===== config.mk =====
export PLATFORM = sky130hd
export DESIGN_NAME = manchester_tx_serializer
export DESIGN_NICKNAME = d
export VERILOG_FILES = /design/src/rtl/manchester_tx_serializer.sv
export SDC_FILE = /design/constraint.sdc
export NUM_CORES = 1
export LEC_CHECK = 0
export BUFFER_PORTS_ARGS = -buffer_cell sky130_fd_sc_hd__buf_2
export CAP_MARGIN = 5
export CORE_MARGIN = 10
export CORE_UTILIZATION = 40
export DETAILED_ROUTE_END_ITERATION = 6
export SLEW_MARGIN = 25
export SYNTH_ARGS = -nofsm -noshare
export SYNTH_HDL_FRONTEND = slang
export SYNTH_SLANG_ARGS = --single-unit

===== constraint.sdc =====
create_clock -name clk -period 2.6 [get_ports clk]
set_input_delay 0.13 -clock clk [delete_from_list [all_inputs] [get_ports clk]]
set_output_delay 0.13 -clock clk [all_outputs]
set_load 0.01 [all_outputs]

===== src/rtl/manchester_tx_serializer.sv =====
// Serial line driver for pre-encoded Manchester chip words: MSB chip first,
// HALF_PERIOD clocks per chip, one-word holding buffer for gapless back-to-back frames.
//
// state | meaning
// IDLE  | line at IDLE_LEVEL, shifter empty, waiting for a word
// SEND  | shifting chips out; hold register may carry the next word
module manchester_tx_serializer #(
    parameter int unsigned HALF_PERIOD = 4,
    parameter logic        IDLE_LEVEL  = 1'b0
) (
    input  logic        clk,
    input  logic        rst_n,
    input  logic [15:0] word_in,
    input  logic        word_valid,
    output logic        word_ready,
    output logic        tx_out,
    output logic        tx_active,
    output logic        frame_done,
    output logic        sym_err
);

    localparam int unsigned CW = (HALF_PERIOD > 1) ? $clog2(HALF_PERIOD) : 1;
    localparam logic [CW-1:0] CNT_LAST = CW'(HALF_PERIOD - 1);

    typedef enum logic {IDLE, SEND} state_t;

    state_t        state, state_n;
    logic [15:0]   shifter, shifter_n;
    logic [15:0]   hold, hold_n;
    logic          hold_full, hold_full_n;
    logic [CW-1:0] cnt, cnt_n;
    logic [3:0]    chip_idx, chip_idx_n;
    logic          tx_out_n, tx_active_n, frame_done_n, sym_err_n;
    logic          accept;
    logic [7:0]    pair_bad;

    assign word_ready = !hold_full;
    assign accept     = word_valid && !hold_full;

    always_ff @(posedge clk or negedge rst_n) begin
        if (!rst_n) begin
            state      <= IDLE;
            shifter    <= '0;
            hold       <= '0;
            hold_full  <= 1'b0;
            cnt        <= '0;
            chip_idx   <= '0;
            tx_out     <= IDLE_LEVEL;
            tx_active  <= 1'b0;
            frame_done <= 1'b0;
            sym_err    <= 1'b0;
        end else begin
            state      <= state_n;
            shifter    <= shifter_n;
            hold       <= hold_n;
            hold_full  <= hold_full_n;
            cnt        <= cnt_n;
            chip_idx   <= chip_idx_n;
            tx_out     <= tx_out_n;
            tx_active  <= tx_active_n;
            frame_done <= frame_done_n;
            sym_err    <= sym_err_n;
        end
    end

    // A chip pair is legal only when its two chips differ.
    always_comb begin
        pair_bad = '0;
        for (int k = 0; k < 8; k++) begin
            pair_bad[k] = ~(word_in[2*k+1] ^ word_in[2*k]);
        end
    end

    always_comb begin
        state_n      = state;
        shifter_n    = shifter;
        hold_n       = hold;
        hold_full_n  = hold_full;
        cnt_n        = cnt;
        chip_idx_n   = chip_idx;
        tx_out_n     = tx_out;
        tx_active_n  = tx_active;
        frame_done_n = 1'b0;
        sym_err_n    = accept && (|pair_bad);

        case (state)
            IDLE: begin
                tx_out_n    = IDLE_LEVEL;
                tx_active_n = 1'b0;
                if (accept) begin
                    shifter_n   = word_in;
                    tx_out_n    = word_in[15];
                    tx_active_n = 1'b1;
                    cnt_n       = '0;
                    chip_idx_n  = '0;
                    state_n     = SEND;
                end
            end
            SEND: begin
                if (accept) begin
                    hold_n      = word_in;
                    hold_full_n = 1'b1;
                end
                if (cnt == CNT_LAST) begin
                    cnt_n = '0;
                    if (chip_idx != 4'd15) begin
                        chip_idx_n = chip_idx + 4'd1;
                        shifter_n  = {shifter[14:0], 1'b0};
                        tx_out_n   = shifter[14];
                    end else begin
                        frame_done_n = 1'b1;
                        chip_idx_n   = '0;
                        // Accept and drain are mutually exclusive: accept needs hold empty.
                        if (hold_full) begin
                            shifter_n   = hold;
                            tx_out_n    = hold[15];
                            hold_full_n = 1'b0;
                        end else begin
                            tx_out_n    = IDLE_LEVEL;
                            tx_active_n = 1'b0;
                            state_n     = IDLE;
                        end
                    end
                end else begin
                    cnt_n = cnt + 1'b1;
                end
            end
            default: state_n = IDLE;
        endcase
    end

endmodule


==> run summary <==
After Yosys synthesis, XOR and XNOR cells account for 3.27% of the synthesized area. After synthesis, the largest family of logic cells by area is compound AO/OA/AOI/OAI gates. After detailed routing, the number of vias per cell comes to 5.29.

The initial DRC count is 143. The worst clock skew came out at 12.1 ps. Max-cap violations in this run came to 0.

The clock insertion delay at the later pin of the skew report is 300 ps. The number of unique standard cell types used by synthesis came out at 31. The die covers 0.00869 mm². The first global-routing pass estimated 7.65 mm of wire. The deepest clock path buffer count is 2. The number of setup buffers added after CTS came out at 0.

Based on the critical path, the design can be clocked at up to 510 MHz. After floorplanning, the core was divided into 26 placement rows. For the worst setup path, the data required time is 2830 ps.

The flow ran to the end, and the final reports show no timing, DRC or antenna violations. STA classifies the critical path startpoint as a register. The area of the mapped netlist is 0.00214 mm². The worst-case vdd ir drop is 0.349 mV. The complex-gate fraction of the synthesized area came out at 17.4%. The endpoint kind of the worst setup timing path is a register. The detailed-route wire length per cell came out at 15.3 µm. The accumulated negative setup slack is 0 ps. Clock tree synthesis found a total of 43 sinks. Counting flops and latches in the post-synthesis netlist gives 43.

Global routing consumed, over all layers together, 10.7% of the routing resources. The share of final-layout standard cells stronger than drive strength 1 is 25.0%. Setup violations remaining at the end of the flow were counted as 0. The fraction of the cycle the final worst path needs came out at 75.4%. The fraction of the mapped netlist area in adder cells is 1.17%.

The post-route DRC violation count came out at 0. The number of antenna diodes in the final layout is 0. The CTS tree is built.

The clock transition time at the flip-flop clock pins of the worst setup and hold paths is 90 ps. After global routing the overflow that remains totals 0. The number of I/O port buffers is 23. The fraction of the mapped netlist area in simple logic gates came out at 14.6%.

The largest net degree at the start of global routing is 44. The synthesized netlist cell count came out at 205. The number of top-level pins is 24.

The mean instance size in the synthesized netlist is 10.5 µm². For this run, the number of Yosys warnings is 0. The number of hold-slack violations in the final timing report came out at 0. The H-tree was split into 2 levels. In this run the static leakage power is 1.14 nW. The top fanout value on the critical path is 10. In this run the worst hold path is classified as input port to register.

At the end of routability-driven placement, the weighted congestion stood at 0.757. The chip height is 93.2 µm. The detailed-routing iteration count for the pre-antenna-repair pass is 4. The max-slew violation count came out at 0.

The die width came out at 93.2 µm. The number of global-route vias before repair came out at 1573. Setup repair after global routing left no endpoint under its margin. The hold-fix buffer count after cts is 0.

The post-synthesis mux area share came out at 8.87%. The post-route minimum period came out at 1960 ps. The total CTS buffers is 5. The routed layout has 1577 vias. The initial antenna violation count is 0. The total of cells resized after clock tree synthesis is 0. Detailed placement finished with a half-perimeter wire length of 3.09 mm. The transition at the pin with the smallest max-transition slack is 557 ps. The completed layout was analyzed and its total power is 0.00233 W. The tree is rooted in a sky130_fd_sc_hd__clkbuf_8. The worst slack on hold paths is 104 ps. The power density over the cells came out at 976 mW/mm². The arrival time at the worst endpoint came out at 2190 ps.

Once detail routing completed, the nets flagged for antenna violations numbered 0. By startpoint and endpoint, the worst setup path is classified as register to register. The core utilization of the finished layout came out at 46.5%. For this block, the routed nets add up to 4.55 mm of wire. The starting density of the core is 41.7%. The area growth from synthesis to layout is 11.4%. The core footprint came out at 0.00514 mm². The synthesized net count is 226. The sequential element share of the synthesized area is 50.2%.

Fill cells in the final layout number 521. The number of nets at the end of the flow is 248. The max-slew headroom at the worst pin came out at 62.8%.
layout by cell type (no fill, tap or decap), types with 2 or more instances in the layout:
| cell type | instances |
|---|---|
| sky130_fd_sc_hd__a311oi_1 | 14 |
| sky130_fd_sc_hd__mux2_2 | 16 |
| sky130_fd_sc_hd__nor2_1 | 15 |
| sky130_fd_sc_hd__xnor2_1 | 8 |
| sky130_fd_sc_hd__buf_4 | 5 |
| sky130_fd_sc_hd__a21o_1 | 15 |
| sky130_fd_sc_hd__buf_2 | 22 |
| sky130_fd_sc_hd__a31o_2 | 2 |
| sky130_fd_sc_hd__a31oi_1 | 2 |
| sky130_fd_sc_hd__inv_1 | 3 |
| sky130_fd_sc_hd__clkbuf_8 | 5 |
| sky130_fd_sc_hd__nand2b_1 | 2 |
| sky130_fd_sc_hd__ha_1 | 2 |
| sky130_fd_sc_hd__nand2_1 | 38 |
| sky130_fd_sc_hd__a21oi_1 | 6 |
| sky130_fd_sc_hd__nor4_1 | 2 |
| sky130_fd_sc_hd__nand3_1 | 3 |
| sky130_fd_sc_hd__and3_1 | 2 |
| sky130_fd_sc_hd__o21ai_0 | 10 |
| sky130_fd_sc_hd__dfrtp_1 | 43 |
sequential cells by signal (all words and copies together), names as in the netlist:
register    flops
chip_idx        4
cnt             2
frame_done      1
hold           16
hold_full       1
shifter        15
state           1
sym_err         1
tx_active       1
tx_out          1
cell usage after synthesis, drive strengths merged:
cell,number,share of area [%]
mux2,16,8.4
mux2i,1,0.47
a31oi,2,0.58
xnor2,8,3.3
nand2,39,6.9
buf,10,3.4
nor4,2,0.58
or3,1,0.29
dfrtp,43,50
nor2,15,2.6
and3,2,0.58
o21ai,10,2.3
nor3b,1,0.88
nor2b,1,0.41
a31o,2,0.82
and2,1,0.29
a21o,15,5.3
nand3,4,1.2
inv,3,0.53
a21oi,6,1.4
ha,2,1.2
nand2b,2,0.58
clkbuf,3,0.53
nand4,1,0.29
o32ai,1,1.3
a311oi,14,5.7
stage by stage:
stage	worst slack [ps]	std cells	instance area, µm²
final	640	298	2390
after CTS	621	297	2380
after global placement	647	289	2290
after floorplan	1010	205	2140
after global routing	463	298	2390
after detailed placement	655	289	2290
cells by family after synthesis:
logic type	after synthesis
simple gates	69
compound gates	50
flops	43
mux	17
buf+inv	16
xor+xnor	8
fa+ha+maj	2
final timing paths:
kind | start | end | slack (ps) | cells after the start
min | word_in[8] | hold[8] | 100 | 2
min in group asynchronous | rst_n | sym_err | 360 | 2
min reg2reg | shifter[4] | shifter[4] | 480 | 1
max | chip_idx[0] | shifter[1] | 640 | 6
max in group asynchronous | rst_n | shifter[12] | 1850 | 2
max reg2reg | chip_idx[0] | shifter[1] | 640 | 6
worst max-delay path: stages (launching register included):
cell and delay, ps:
sky130_fd_sc_hd__dfrtp_1 440, sky130_fd_sc_hd__ha_1 270, sky130_fd_sc_hd__and3_1 450, sky130_fd_sc_hd__buf_4 260, sky130_fd_sc_hd__nand2_1 70, sky130_fd_sc_hd__a311oi_1 290
sky130_fd_sc_hd__a21o_1 120
layout make-up:
class	count	area (µm²)	area share, %
clock buffers	6	72.6	3.04
inverters	3	11.3	0.471
well taps	70	87.6	3.66
flip-flops and latches	43	1080	45.0
repair buffers	28	158	6.60
clock inverters	2	12.5	0.524
multi-input cells	146	972	40.7
report_power, final:
group / total, W / switching [W] / internal (W)
Clock: 0.000422 / 0.000234 / 0.000188
Sequential: 0.00115 / 0.000190 / 0.000956
Combinational: 0.000765 / 0.000376 / 0.000389
per-layer routing:
layer	up-vias	track usage, %	part of all wire [%]
met2	24	16.1	45
li1	766	-	-
met1	781	14.4	50
met3	6	2.56	3.6
met4	0	3.86	1.3
met5	-	0	0
Power figures use the tool's default switching activity.
